`src/rtl/sram_arb_pkg.sv`:
```
// Shared constants for the two-master SRAM arbiter: default widths, master ids
// and the lock counter width.
package sram_arb_pkg;
  localparam int SRAM_ADDR_W = 16;
  localparam int SRAM_DATA_W = 32;
  localparam int LOCK_CNT_W  = 8;

  localparam logic M0 = 1'b0;
  localparam logic M1 = 1'b1;
endpackage

```
`src/rtl/sram_arb_rr.sv`:
```
// Two-way round-robin grant with lock override. Purely combinational; the
// history (last_gnt) and lock state live in the arbiter top.
module sram_arb_rr
  import sram_arb_pkg::*;
(
  input  logic [1:0] req,
  input  logic       lock_vld,
  input  logic       lock_id,
  input  logic       last_gnt,
  output logic [1:0] gnt
);

  always_comb begin
    gnt = 2'b00;
    if (lock_vld && req[lock_id]) begin
      gnt[lock_id] = 1'b1;
    end else begin
      case (req)
        2'b01:   gnt = 2'b01;
        2'b10:   gnt = 2'b10;
        // On conflict the master that did not win last time goes first.
        2'b11:   gnt = (last_gnt == M1) ? 2'b01 : 2'b10;
        default: gnt = 2'b00;
      endcase
    end
  end

endmodule

```
`src/rtl/sram_arbiter.sv`:
```
// Round-robin arbiter sharing one single-port sync SRAM between m0 (CPU) and
// m1 (DMA), with a bounded lock and tagged read return. Optional grant/conflict
// statistics counters are enabled by defining SRAM_ARB_STATS_EN.
module sram_arbiter
  import sram_arb_pkg::*;
#(
  parameter int ADDR_W   = SRAM_ADDR_W,
  parameter int DATA_W   = SRAM_DATA_W,
  parameter int MAX_LOCK = 8
) (
  input  logic              clk,
  input  logic              reset,
  input  logic              m0_req,
  input  logic              m0_we,
  input  logic              m0_lock,
  input  logic [ADDR_W-1:0] m0_addr,
  input  logic [DATA_W-1:0] m0_di,
  output logic              m0_gnt,
  output logic              m0_rvalid,
  output logic [DATA_W-1:0] m0_do,
  input  logic              m1_req,
  input  logic              m1_we,
  input  logic              m1_lock,
  input  logic [ADDR_W-1:0] m1_addr,
  input  logic [DATA_W-1:0] m1_di,
  output logic              m1_gnt,
  output logic              m1_rvalid,
  output logic [DATA_W-1:0] m1_do,
  output logic [ADDR_W-1:0] sram_ADDR,
  output logic [DATA_W-1:0] sram_DI,
  output logic              sram_EN,
  output logic              sram_WE,
  input  logic [DATA_W-1:0] sram_DO
`ifdef SRAM_ARB_STATS_EN
  ,
  output logic [31:0]       m0_gnt_cnt,
  output logic [31:0]       m1_gnt_cnt,
  output logic [31:0]       conflict_cnt
`endif
);

  localparam logic [LOCK_CNT_W-1:0] LOCK_INIT = LOCK_CNT_W'(MAX_LOCK - 1);

  logic [1:0]            gnt;
  logic                  any_gnt, win, win_we, win_lock, owner_hit;
  logic                  lock_vld, lock_id, last_gnt, rd_pend, rd_id;
  logic [LOCK_CNT_W-1:0] lock_cnt;

  sram_arb_rr u_rr (
    .req      ({m1_req, m0_req}),
    .lock_vld (lock_vld),
    .lock_id  (lock_id),
    .last_gnt (last_gnt),
    .gnt      (gnt)
  );

  assign m0_gnt    = gnt[0];
  assign m1_gnt    = gnt[1];
  assign any_gnt   = |gnt;
  assign win       = gnt[1];
  assign owner_hit = lock_vld && gnt[lock_id];

  always_comb begin
    sram_ADDR = '0;
    sram_DI   = '0;
    win_we    = 1'b0;
    win_lock  = 1'b0;
    if (gnt[0]) begin
      sram_ADDR = m0_addr;
      sram_DI   = m0_di;
      win_we    = m0_we;
      win_lock  = m0_lock;
    end else if (gnt[1]) begin
      sram_ADDR = m1_addr;
      sram_DI   = m1_di;
      win_we    = m1_we;
      win_lock  = m1_lock;
    end
  end

  assign sram_EN = any_gnt;
  assign sram_WE = win_we;

  // lock_cnt holds the further owner grants still allowed; the grant that
  // exhausts it releases the lock, so one lock spans MAX_LOCK grants in total.
  always_ff @(posedge clk or posedge reset) begin
    if (reset) begin
      lock_vld <= 1'b0;
      lock_id  <= M0;
      lock_cnt <= '0;
      last_gnt <= M1;
      rd_pend  <= 1'b0;
      rd_id    <= M0;
    end else begin
      rd_pend <= any_gnt && !win_we;
      if (any_gnt) begin
        rd_id    <= win;
        last_gnt <= win;
      end
      if (owner_hit) begin
        if (!win_lock || lock_cnt <= LOCK_CNT_W'(1))
          lock_vld <= 1'b0;
        else
          lock_cnt <= lock_cnt - 1'b1;
      end else if (any_gnt && win_lock && LOCK_INIT != '0) begin
        lock_vld <= 1'b1;
        lock_id  <= win;
        lock_cnt <= LOCK_INIT;
      end else begin
        lock_vld <= 1'b0;
      end
    end
  end

  // Read return: data is tagged with the master granted one cycle earlier.
  assign m0_rvalid = rd_pend && (rd_id == M0);
  assign m1_rvalid = rd_pend && (rd_id == M1);
  assign m0_do     = m0_rvalid ? sram_DO : '0;
  assign m1_do     = m1_rvalid ? sram_DO : '0;

`ifdef SRAM_ARB_STATS_EN
  function automatic logic [31:0] sat_inc(input logic [31:0] v, input logic en);
    return (en && v != 32'hFFFF_FFFF) ? v + 32'd1 : v;
  endfunction

  always_ff @(posedge clk or posedge reset) begin
    if (reset) begin
      m0_gnt_cnt   <= '0;
      m1_gnt_cnt   <= '0;
      conflict_cnt <= '0;
    end else begin
      m0_gnt_cnt   <= sat_inc(m0_gnt_cnt, gnt[0]);
      m1_gnt_cnt   <= sat_inc(m1_gnt_cnt, gnt[1]);
      conflict_cnt <= sat_inc(conflict_cnt, m0_req && m1_req);
    end
  end
`endif

endmodule

```
`config.mk`:
```
export PLATFORM = sky130hd
export DESIGN_NAME = sram_arbiter
export DESIGN_NICKNAME = d
export VERILOG_FILES = /design/src/rtl/sram_arb_pkg.sv /design/src/rtl/sram_arb_rr.sv /design/src/rtl/sram_arbiter.sv
export SDC_FILE = /design/constraint.sdc
export NUM_CORES = 1
export LEC_CHECK = 0
export CAP_MARGIN = 25
export CORE_AREA = 3 3 96 98
export DETAILED_ROUTE_END_ITERATION = 8
export DIE_AREA = 0 0 99 101
export MAX_ROUTING_LAYER = met4
export PLACE_DENSITY = 0.71
export SLEW_MARGIN = 10
export SYNTH_ARGS = -nofsm -noshare
export SYNTH_HDL_FRONTEND = slang
export SYNTH_SLANG_ARGS = --single-unit
```
`constraint.sdc`:
```
create_clock -name clk -period 5.08 [get_ports clk]
set_clock_uncertainty 0.15 [all_clocks]
set_input_delay 1.016 -clock clk [delete_from_list [all_inputs] [get_ports clk]]
set_output_delay 1.016 -clock clk [all_outputs]
set_load 0.01 [all_outputs]
```
==> results.cfg <==
[run_status]
status = complete, no violations

[grt]
grt_max_degree = 53
grt_pass1_wl_um = 14520
first_global_vias = 2561
grt_overflow = 0
gr-usage-all-layers_pct = 18.96
antenna_found_initial = 3

[detailed_routing]
finalWirelength_um = 10110
drtIter0Drc = 75
ant_nets = 0
wl_per_cell_um = 17.80
num_vias = 2713
viasPerCell = 4.776
drc = 0
drt_pass1_iterations = 4

[logic_synthesis]
ys_warn_count = 0
ys_top_cells_by_area = a22o_1 26%, dfrtp_1 17%, and2_1 12%, and3_1 12%, a31oi_2 2.9%
synthCells = 218
yosysSeqAreaShare_pct = 18.83
synth_area_um2 = 1734
postSynthAreaPerCell_um2 = 7.955
synthArstFlopShare_pct = 100.0
syn_nets = 356
synthFlopType = dfrtp_1
synth-seq-cells = 13
synth_area_leader_cell = a22o_1
ys_types = 37
synth_enable_flop_cells = 0
yosys.area.top_type_share_pct = 25.76

[layout]
drive_above_1_share_pct = 3.720
num-fill-cells = 821
final_cell_mix = 253 x clkdlybuf4s50_1, 51 x a22o_1, 33 x and2_1
area_growth_pct = 153.0
multiInputGateArea_um2 = 1270
nets = 596
regArea_um2 = 326.6
final_common_cell = clkdlybuf4s50_1

[sta]
finalCriticalPeriod_ps = 4395
slew_violations = 0
fin_tns_setup_ps = 0
timing.final.ws_setup_ps = 684.8
setup_violations = 0
finalHoldViolations = 0
rsz0062_at_grt = no
timing.final.crit_share_pct = 86.52
fmax_ghz = 0.2275
tightest_slew_ps = 854.6
slew_headroom_pct = 43.03

[power_and_ir_drop]
p_per_area_nw_per_um2 = 160.9
power.leakage_nw = 1.823
max-vdd-ir-drop_uv = 91.54

[clock_network]
cts_resized = 0
cts_hold_buf = 0
cts_buffer_depth = 2
cts_buffers = 3
postCtsSetupBuffers = 0
cts_tree = built
htreeDepth = 1
path_clk_slew_ps = 60
clock_sinks = 13
clk_latency_ps = 250
root_buffer = clkbuf_8

[setup_path]
worstPathMaxFanout = 51
end_kind = primary output
cp.arrival_ps = 3230
critPathTopFamily = buffers and inverters
cpPeakStageDelay_ps = 620
cp_cell_sequence = clkdlybuf4s50_1 > inv_1 > a31oi_4 > buf_4 > a22o_1 > clkdlybuf4s50_1
crit_required_ps = 3910
crit_type = in2out
crit_buf_inv = 4
path_common_cell = clkdlybuf4s50_1
regToRegSetupSlack_ps = 3130
critPathSlowestCell = clkdlybuf4s50_1
start_kind = input pin

[floorplan]
fp-row-count = 34
die_area_um2 = 9999
initial_utilization_pct = 20.28
core_area_um2 = 8551
die_w_um = 99
io_pins = 254
die_height_um = 101

[worst_hold_path]
hold_path_class = reg2reg

[job]
cap_violations = 0

[placement]
dp_hpwl_um = 8420
gp_congestion = 0.7738
numPortBuffers = 253
dp_slack_ps = 693.9
-- state kept, by name, indices dropped and copies added (netlist names) --
signal    count
lock_vld      1
last_gnt      1
lock_id       1
lock_cnt      8
rd_pend       1
rd_id         1
-- metal layers --
layer,wire length [um],global-route usage (%),share of wire [%]
met2,4620,29.13,46
met4,74,3.466,0.73
met5,0,-,0
met1,4355,24.48,43
met3,1059,6.367,10
-- report_power, final --
part / total (W) / internal, W / switching, W
clock: 0.0000942 / 0.0000555 / 0.0000386
sequential: 0.000129 / 0.000113 / 0.0000155
combinational: 0.000483 / 0.000296 / 0.000188
-- metrics by stage --
step                utilization [%]  instances  area, um^2   power, W  hold WS, ps
floorplan                         -        218        1734  0.0003174        293.9
global placement              50.70        561        4335  0.0006106        309.7
detailed placement            50.70        561        4335  0.0006145        325.4
CTS                           51.23        565        4380  0.0007109        333.7
global route                  51.32        568        4388  0.0007502        357.6
finish                        51.32        568        4388  0.0007061        332.2
-- cell usage after synthesis, drive strengths merged (2+ instances only) --
cell      n
o211ai    2
nor3      5
clkbuf    9
buf      13
nor2b     2
and2     33
nor4      2
nand2     8
ha        2
a22o     51
dfrtp    12
and3     32
o21ai     3
o22ai     6
nand2b    3
o211a     2
nor2      3
o2bb2ai   3
inv      11
mux2i     2
a31oi     5
-- worst min-delay path: stages, from the launching register on --
cell,delay (ps)
dfstp_2,370
nand2_1,50
nand2_1,60
-- cells by family (layout without fill, tap and decap cells) --
group / Yosys count / in the layout / synth area share, %
AO/OA/AOI/OAI: 75 / 75 / 37.01
adder cells (fa/ha/maj): 2 / 2 / 1.443
buffers and inverters: 33 / 272 / 8.946
flip-flops: 13 / 13 / 18.83
multiplexers: 3 / 3 / 1.804
other: 0 / 3 / 0
AND/OR/NAND/NOR: 92 / 92 / 31.96
-- final cells by class --
type                    instances  share of cell area (%)
diodes                          3                  0.1711
clock buffers                   4                   1.027
inverters                      11                  0.9410
multi-input cells             172                   28.94
flip-flops and latches         13                   7.442
well taps                     108                   3.080
repair buffers                257                   58.40
-- path summary, 6_finish.rpt --
| kind | cells past startpoint | to | from |
|---|---|---|---|
| max in group asynchronous | 2 | last_gnt | reset |
| setup reg to reg | 4 | lock_id | last_gnt |
| setup / recovery | 6 | sram_DI[10] | m0_req |
| min in group asynchronous | 2 | lock_cnt[5] | reset |
| hold reg to reg | 2 | last_gnt | last_gnt |
| hold / removal | 2 | last_gnt | last_gnt |
Note: power is estimated with default switching activity, not from simulation.
